===== config.mk =====
export PLATFORM = sky130hd
export DESIGN_NAME = adc128s022_responder
export DESIGN_NICKNAME = d
export VERILOG_FILES = /design/src/rtl/sb3320_adc_pkg.sv /design/src/rtl/adc128s022_responder_sync_edge_detect.sv /design/src/rtl/adc128s022_responder.sv
export SDC_FILE = /design/constraint.sdc
export NUM_CORES = 1
export LEC_CHECK = 0
export CORE_UTILIZATION = 46
export CTS_CLUSTER_DIAMETER = 120
export DETAILED_ROUTE_END_ITERATION = 8
export PLACE_DENSITY_LB_ADDON = 0.3
export SYNTH_ARGS = -nofsm -noshare
export SYNTH_HDL_FRONTEND = slang
export SYNTH_HIERARCHICAL = 1
export SYNTH_SLANG_ARGS = --single-unit

===== constraint.sdc =====
create_clock -name clk_50 -period 3.3 [get_ports clk_50]
set_input_delay 0.66 -clock clk_50 [delete_from_list [all_inputs] [get_ports clk_50]]
set_output_delay 0.66 -clock clk_50 [all_outputs]
set_load 0.02 [all_outputs]

===== src/rtl/sb3320_adc_pkg.sv =====
// Shared constants and state encoding for the ADC128S022 serial link.
// Both the controller and the responder side import this package.
package sb3320_adc_pkg;

  localparam int FRAME_BITS      = 16;
  localparam int ADDR_FIRST_EDGE = 3;
  localparam int ADDR_BITS       = 3;
  localparam int DEF_DATA_W      = 12;

  typedef enum logic {
    ST_IDLE   = 1'b0,
    ST_ACTIVE = 1'b1
  } adc_state_e;

  // True when the pre-increment rising-edge count selects an address bit.
  function automatic logic is_addr_edge(input logic [3:0] cnt);
    int c;
    c = int'(cnt);
    return (c >= ADDR_FIRST_EDGE - 1) && (c <= ADDR_FIRST_EDGE + ADDR_BITS - 2);
  endfunction

endpackage


===== src/rtl/adc128s022_responder_sync_edge_detect.sv =====
// Multi-flop synchronizer followed by one history register that yields
// single-cycle rise/fall pulses aligned with the synchronized level.
module sync_edge_detect #(
  parameter int   STAGES    = 2,
  parameter logic RESET_VAL = 1'b0
) (
  input  logic clk,
  input  logic reset,
  input  logic d_i,
  output logic level_o,
  output logic rise_o,
  output logic fall_o
);

  logic [STAGES-1:0] sync_q;
  logic              prev_q;

  always_ff @(posedge clk) begin
    if (reset) begin
      sync_q <= {STAGES{RESET_VAL}};
      prev_q <= RESET_VAL;
    end else begin
      sync_q <= {sync_q[STAGES-2:0], d_i};
      prev_q <= sync_q[STAGES-1];
    end
  end

  assign level_o = sync_q[STAGES-1];
  assign rise_o  = sync_q[STAGES-1] & ~prev_q;
  assign fall_o  = ~sync_q[STAGES-1] & prev_q;

endmodule


===== src/rtl/adc128s022_responder.sv =====
// ADC128S022 target-side model: captures the channel address from din and
// shifts a frozen 16-bit sample frame out on dout, MSB first.
module adc128s022_responder
  import sb3320_adc_pkg::*;
#(
  parameter int SYNC_STAGES = 2,
  parameter int DATA_W      = DEF_DATA_W,
  parameter int NUM_CH      = 8
) (
  input  logic                       clk_50,
  input  logic                       reset,
  input  logic                       adc_cs_n,
  input  logic                       adc_sck,
  input  logic                       din,
  input  logic [NUM_CH*DATA_W-1:0]   ch_data,
  output logic                       dout,
  output logic                       frame_done,
  output logic [ADDR_BITS-1:0]       rx_addr,
  output logic [ADDR_BITS-1:0]       conv_ch,
  output logic                       frame_err
);

  localparam int         PAD_W    = FRAME_BITS - DATA_W;
  localparam logic [3:0] LAST_CNT = 4'(FRAME_BITS - 1);

  logic cs_lvl, cs_rise, cs_fall;
  logic sck_lvl, sck_rise, sck_fall;
  logic din_s, din_rise, din_fall;
  logic sync_unused;

  sync_edge_detect #(.STAGES(SYNC_STAGES), .RESET_VAL(1'b1)) u_cs_sync (
    .clk(clk_50), .reset(reset), .d_i(adc_cs_n),
    .level_o(cs_lvl), .rise_o(cs_rise), .fall_o(cs_fall)
  );

  sync_edge_detect #(.STAGES(SYNC_STAGES), .RESET_VAL(1'b1)) u_sck_sync (
    .clk(clk_50), .reset(reset), .d_i(adc_sck),
    .level_o(sck_lvl), .rise_o(sck_rise), .fall_o(sck_fall)
  );

  sync_edge_detect #(.STAGES(SYNC_STAGES), .RESET_VAL(1'b0)) u_din_sync (
    .clk(clk_50), .reset(reset), .d_i(din),
    .level_o(din_s), .rise_o(din_rise), .fall_o(din_fall)
  );

  assign sync_unused = ^{cs_lvl, sck_lvl, din_rise, din_fall};

  logic [DATA_W-1:0] ch_arr [NUM_CH];

  for (genvar k = 0; k < NUM_CH; k++) begin : g_ch
    assign ch_arr[k] = ch_data[k*DATA_W +: DATA_W];
  end

  adc_state_e            state_q;
  logic [3:0]            bit_cnt_q;
  logic [FRAME_BITS-1:0] shift_q;
  logic [ADDR_BITS-1:0]  addr_sh_q;
  logic [ADDR_BITS-1:0]  next_ch_q;
  logic [ADDR_BITS-1:0]  conv_ch_q;
  logic [ADDR_BITS-1:0]  rx_addr_q;
  logic                  reload_q;
  logic                  dout_q;
  logic                  frame_done_q;
  logic                  frame_err_q;
  logic [FRAME_BITS-1:0] frame_word;

  assign frame_word = {{PAD_W{1'b0}}, ch_arr[next_ch_q]};

  // The falling edge that precedes the first rising edge of a frame holds
  // bit 15, or loads the next frame when a continuous frame just wrapped.
  always_ff @(posedge clk_50) begin
    // NOTE: pulse outputs default low here; a later non-blocking assignment
    // in the same pass overrides this, so no separate clear logic is needed.
    frame_done_q <= 1'b0;
    frame_err_q  <= 1'b0;
    if (reset) begin
      state_q   <= ST_IDLE;
      bit_cnt_q <= '0;
      shift_q   <= '0;
      addr_sh_q <= '0;
      next_ch_q <= '0;
      conv_ch_q <= '0;
      rx_addr_q <= '0;
      reload_q  <= 1'b0;
      dout_q    <= 1'b0;
    end else begin
      case (state_q)
        ST_IDLE: begin
          dout_q    <= 1'b0;
          bit_cnt_q <= '0;
          reload_q  <= 1'b0;
          if (cs_fall) begin
            conv_ch_q <= next_ch_q;
            shift_q   <= frame_word;
            dout_q    <= frame_word[FRAME_BITS-1];
            state_q   <= ST_ACTIVE;
          end
        end
        ST_ACTIVE: begin
          if (cs_rise) begin
            state_q   <= ST_IDLE;
            dout_q    <= 1'b0;
            bit_cnt_q <= '0;
            reload_q  <= 1'b0;
            addr_sh_q <= '0;
            if (bit_cnt_q != 4'd0) frame_err_q <= 1'b1;
          end else if (sck_rise) begin
            if (is_addr_edge(bit_cnt_q))
              addr_sh_q <= {addr_sh_q[ADDR_BITS-2:0], din_s};
            if (bit_cnt_q == LAST_CNT) begin
              frame_done_q <= 1'b1;
              rx_addr_q    <= addr_sh_q;
              next_ch_q    <= addr_sh_q;
              bit_cnt_q    <= '0;
              reload_q     <= 1'b1;
            end else begin
              bit_cnt_q <= bit_cnt_q + 4'd1;
            end
          end else if (sck_fall) begin
            if (bit_cnt_q != 4'd0) begin
              shift_q <= {shift_q[FRAME_BITS-2:0], 1'b0};
              dout_q  <= shift_q[FRAME_BITS-2];
            end else if (reload_q) begin
              conv_ch_q <= next_ch_q;
              shift_q   <= frame_word;
              dout_q    <= frame_word[FRAME_BITS-1];
              reload_q  <= 1'b0;
            end
          end
        end
        default: state_q <= ST_IDLE;
      endcase
    end
  end

  assign dout       = dout_q;
  assign frame_done = frame_done_q;
  assign rx_addr    = rx_addr_q;
  assign conv_ch    = conv_ch_q;
  assign frame_err  = frame_err_q;

endmodule


---- Word-level counts from Yosys, hierarchy flattened ----
Index checks and enable logic that the tools add are counted.
word-level totals
  input port bits ......................... 101
  register bits ........................... 41
  word-level logic and storage cells ...... 99
  output and inout port bits .............. 9
cells by class
  multiplexer cells ....................... 41
  $add $sub $neg .......................... 1
  magnitude comparators ................... 3
  reduce and logical (&&, ||, !) cells .... 12
  bitwise logic cells ..................... 12
  eq/ne operators ......................... 15
operators by type and width
  cell                                                                              number
  15-bit 2-to-1 mux                                                                 6
  12-bit binary-select mux with 3-bit select                                        1
  15-bit case mux with 2 select lines                                               1
  3-bit 2-to-1 mux                                                                  9
  12-bit 2-to-1 mux                                                                 2
  1-bit 2-to-1 mux                                                                  14
  4-bit 2-to-1 mux                                                                  3
  2-bit inequality test, second input constant                                      5
  3-bit inequality test, second input constant                                      3
  3-bit AND reduction                                                               3
  4-bit inequality test, second input constant                                      2
  4-bit case mux with 2 select lines                                                1
  1-bit NOT                                                                         7
  1-bit case mux with 2 select lines                                                3
  3-bit case mux with 2 select lines                                                1
  6-bit AND reduction                                                               1
  5-bit AND reduction                                                               1
  4-bit by 1-bit adder with 4-bit output, second input constant                     1
  1-bit AND                                                                         4
  4-bit equality test, second input constant                                        1
  4-bit by 2-bit >= comparator with 1-bit output, second input constant             1
  4-bit >= comparator, second input constant                                        1
  4-bit by 3-bit less-or-equal comparator with 1-bit output, second input constant  1
  4-bit by 2-bit inequality test with 1-bit output, second input constant           1
  other kinds (10)                                                                  11

---- Depth between registers and ports, before layout ----
  depth in word-level cells ............... 10
  mapped depth ............................ 7
  gate-level depth less buffers ........... 6

---- Cells and area by module ----
Netlist, hierarchy kept.
modules (own cells, without submodules)
  module                             times used  sequential area each (µm²)  cells an instance  area each (µm²)
  adc128s022_responder               1           660.6                       207                2304.7
  sync_edge_detect at u_cs_sync ...  2           60.1                        8                  92.6
  sync_edge_detect at u_din_sync     1           60.1                        8                  91.3

---- Worst setup path after synthesis ----
Ideal clock, no wire load.
  kind .................................... flip-flop to flip-flop
  start point ............................. register rx_addr[0] (netlist name)
  end point ............................... register shift_q[1]
  data required time ...................... 3.172 ns
  data arrival time ....................... 1.805 ns
  clock period less this slack ............ 1.934 ns
  setup slack ............................. 1.366 ns
  path buffers ............................ 2
  library setup time ...................... 0.128 ns
  stages on the path, launching flop included .. 6
  cells stage by stage .................... dfxtp_1 -> buf_2 -> buf_2 -> mux4_2 -> mux2i_1 -> o221ai_2
RTL lines
  item                    RTL line                     RTL
  end signal: assignment  adc128s022_responder.sv:94   shift_q <= frame_word;
  end signal: assignment  adc128s022_responder.sv:121  shift_q <= {shift_q[FRAME_BITS-2:0], 1'b0};
  end signal: assignment  adc128s022_responder.sv:125  shift_q <= frame_word;
  end: declaration        adc128s022_responder.sv:56   logic [FRAME_BITS-1:0] shift_q;

---- Worst setup path after layout ----
  start point ............................. register rx_addr_q[0], in the netlist rx_addr[0]
  end point ............................... output rx_addr[0]
RTL lines
  item                      RTL line                     RTL
  start: declaration        adc128s022_responder.sv:60   logic [ADDR_BITS-1:0] rx_addr_q;
  start signal: assignment  adc128s022_responder.sv:112  rx_addr_q <= addr_sh_q;
  end: declaration          adc128s022_responder.sv:18   output logic [ADDR_BITS-1:0] rx_addr,
No word-level cell between the ends.

==> run summary <==
Clock-pin slew was measured on the worst setup and hold paths at 80 ps. The first global-routing pass estimated 10.2 mm of wire. The internal power summed over all cells is 0.000891 W, and the initial detailed-routing violation count is 110. Global routing finished with a remaining overflow of 0. The clock reaches the later pin of the worst-skew pair after 290 ps. The deepest clock path buffer count was 2; the total nets after synthesis was 331. The post-synth design cell area is 2540 um^2, and the switching share of power is 19.4%.

The tools report the clock network fraction of total power as 37.0%. The sum of negative setup slack was 0 ps. The min-delay analysis places its worst path in the category flip-flop to flip-flop. The number of gates resized after CTS was 0. In the finished design, the share of the clock period the worst path needs comes to 74.6%.

0 antenna diodes ended up in the layout. The die span in y was 76.3 um. The headroom to the max-slew limit was 38.6%; the per-instance average area after synthesis was 11.2 um^2.

For this design the total switching power over the nets is 0.000215 W. The count of cell instances traversed by the critical path is 1. STA classifies the critical path startpoint as a flip-flop. Setup repair after global routing left no endpoint under its margin. Across the VDD grid, the largest voltage drop is 0.190 mV. The setup slack of the worst register-to-register path was 1140 ps; the count of buffer and inverter cells on the critical path was 1. The critical path capture point was rx_addr[0]. Including well taps, the total number of placed cells is 392. The filler cells instantiated in the layout total 399.

For the number of cell rows, the log shows 26. The post-detailed-routing wire length came out at 6.32 mm. In this run the critical register-to-register path is captured at shift_q[11].

The startpoint of the lowest-slack register-to-register path is bit_cnt_q[0]. The first-pass iteration count of the detailed router is 4. The run gives 227 as the instance count of the mapped netlist.

The synthesis-to-finish area growth came out at 48.8%. The run gives 0 as the final hold violation count. The cell at the root of the clock tree is sky130_fd_sc_hd__clkbuf_8. The tools report the effective utilization at floorplan as 48.8%. The kind of cell adding the most delay to the critical path is flip-flops.

At the worst endpoint, the required time is 2640 ps. For this run, the total global-route usage over all layers was measured as 22.5%. The tools report the number of remaining DRC errors as 0. The run finished with clean final reports. Along the worst path, the maximum fanout reaches 21. Walking the worst path, the cells encountered are clkdlybuf4s50_1.

The H-tree was split into 2 levels. The number of global-route vias before repair is 2,178. The setup skew after layout was 3.62 ps; the final cell count without fillers was 400. 110 I/O pins were placed. In this run the static leakage power is 1.20 nW.

The post-route netlist has 19.4% of its cells at a drive strength greater than 1. The tools report the detailed placement HPWL as 4.93 mm. In the final routed layout, each cell accounts on average for 15.8 um. Entering global routing, the biggest net connects 30 pins. In this run the power density over the cells is 292 nW/um^2.

Global routing used 38.6% of the available met2 tracks. Arrival time at the worst endpoint: 1800 ps. The cell type of the slowest stage on the worst timing path is sky130_fd_sc_hd__dfxtp_2.

The worst path in the final design needs a cycle of 2460 ps, including I/O delays and setup. The detail route stage leaves a number of antenna-violating nets equal to 0. Routability-driven placement finished with a final weighted congestion of 0.779. Number of maximum-capacitance violations: 0.

STA classifies the critical path endpoint as a primary output. The run gives 2,173 as the via count. After the last flow step, the layout net total stands at 433.

The count of final max-slew check failures was 0; the die span in x was 76.3 um. In this run the post-CTS setup repair buffer count came out at 0. On the worst path, the slowest cell contributes a delay of 780 ps. The number of warnings printed during yosys synthesis came out at 6. In this run the worst setup path begins at rx_addr[0]. In this run the standard cell core region covers 5200 um^2. The count of port buffers added during placement was 109. Counting the buffers created by CTS gives 5. The die covers 5830 um^2. The number of cells on the worst reg-to-reg path is 6. Clock tree synthesis found a total of 41 sinks.

Global routing used 26.9% of the available met1 tracks. The run gives 0 as the number of setup violations in the final report. The layer with the highest usage was met2. The classification of the worst setup path was flip-flop to primary output.

The mean number of vias per cell is 5.43. The actual slew at the worst max-slew pin is 920 ps, and the number of antenna violations at the first check in global routing is 0. In this run, post-CTS hold repair placed 0 buffers.

TritonCTS built the clock tree. The combinational fraction of design power is 17.0%. The timing-limited maximum frequency was 406 MHz; the met3 global-route usage was 6.11%. In this run, flip-flops and latches consume 46.0% of the power.
-- metal layers --
metal | wire (um) | vias to the layer above
met3 | 315 | 7
met4 | 61 | 0
met1 | 2620 | 1033
li1 | - | 1058
met5 | 0 | -
met2 | 3320 | 75
-- layout make-up --
type / count / area, um^2 / share of cell area [%]
multi-input cells: 163 / 1610 / 42.6
repair buffers: 114 / 1130 / 29.8
flip-flops and latches: 41 / 822 / 21.7
well taps: 70 / 87.6 / 2.32
clock buffers: 7 / 86.3 / 2.28
clock inverters: 1 / 30.0 / 0.794
inverters: 4 / 15.0 / 0.397
-- stage by stage --
stage          hold slack (ps)  utilization [%]  instance area, um^2  worst slack, ps  total power (W)
4_1_cts                    413             72.7                 3780              783          0.00112
3_5_place_dp               395             70.4                 3670             1110         0.000708
6_report                   413             72.7                 3780              839          0.00111
3_3_place_gp               388             70.4                 3670             1130         0.000704
2_1_floorplan              383                -                 2540             1370         0.000581
5_1_grt                    442             72.7                 3780              720          0.00115
-- power groups by stage --
stage | Clock, W | Sequential [W] | Combinational [W]
after global routing | 0.000443 | 0.000509 | 0.000201
after CTS | 0.000419 | 0.000508 | 0.000189
after floorplan | 0 | 0.000518 | 0.0000621
after global placement | 0 | 0.000519 | 0.000185
after detailed placement | 0 | 0.000520 | 0.000188
final | 0.000409 | 0.000508 | 0.000188
-- how the worst min path moves through the flow --
| stage | from | endpoint | slack, ps | cells after the start |
|---|---|---|---|---|
| floorplan | u_cs_sync/sync_q[0] | u_cs_sync/sync_q[1] | 380 | 1 |
| global placement | u_sck_sync/sync_q[0] | u_sck_sync/sync_q[1] | 390 | 1 |
| detailed placement | u_sck_sync/sync_q[0] | u_sck_sync/sync_q[1] | 390 | 1 |
| CTS | u_sck_sync/sync_q[0] | u_sck_sync/sync_q[1] | 410 | 1 |
| global route | u_cs_sync/sync_q[0] | u_cs_sync/sync_q[1] | 440 | 1 |
| finish | u_sck_sync/sync_q[0] | u_sck_sync/sync_q[1] | 410 | 1 |
-- flip-flops by register name, summed over array words and instances (netlist names) --
| register | flops |
|---|---|
| u_cs_sync/prev_q | 1 |
| u_sck_sync/sync_q | 2 |
| frame_done | 1 |
| reload_q | 1 |
| state_q | 1 |
| u_cs_sync/sync_q | 2 |
| addr_sh_q | 3 |
| conv_ch | 3 |
| shift_q | 15 |
| dout | 1 |
| u_sck_sync/prev_q | 1 |
| rx_addr | 3 |
| frame_err | 1 |
| u_din_sync/sync_q | 2 |
| bit_cnt_q | 4 |
-- placed cells by master (no fill, tap or decap), types with 3 or more instances in the layout --
cell	instances
sky130_fd_sc_hd__a21oi_1	12
sky130_fd_sc_hd__buf_4	5
sky130_fd_sc_hd__clkbuf_8	6
sky130_fd_sc_hd__clkdlybuf4s50_1	109
sky130_fd_sc_hd__dfxtp_1	40
sky130_fd_sc_hd__ha_1	3
sky130_fd_sc_hd__inv_1	4
sky130_fd_sc_hd__mux2i_1	18
sky130_fd_sc_hd__mux4_2	24
sky130_fd_sc_hd__nand2_1	10
sky130_fd_sc_hd__nand2b_1	19
sky130_fd_sc_hd__nand3_1	7
sky130_fd_sc_hd__nand3b_1	3
sky130_fd_sc_hd__nor2_1	6
sky130_fd_sc_hd__nor2b_1	4
sky130_fd_sc_hd__o21ai_0	5
sky130_fd_sc_hd__o221ai_2	9
sky130_fd_sc_hd__or2_1	6
sky130_fd_sc_hd__or3b_2	8
Note: power is estimated with default switching activity, not from simulation.
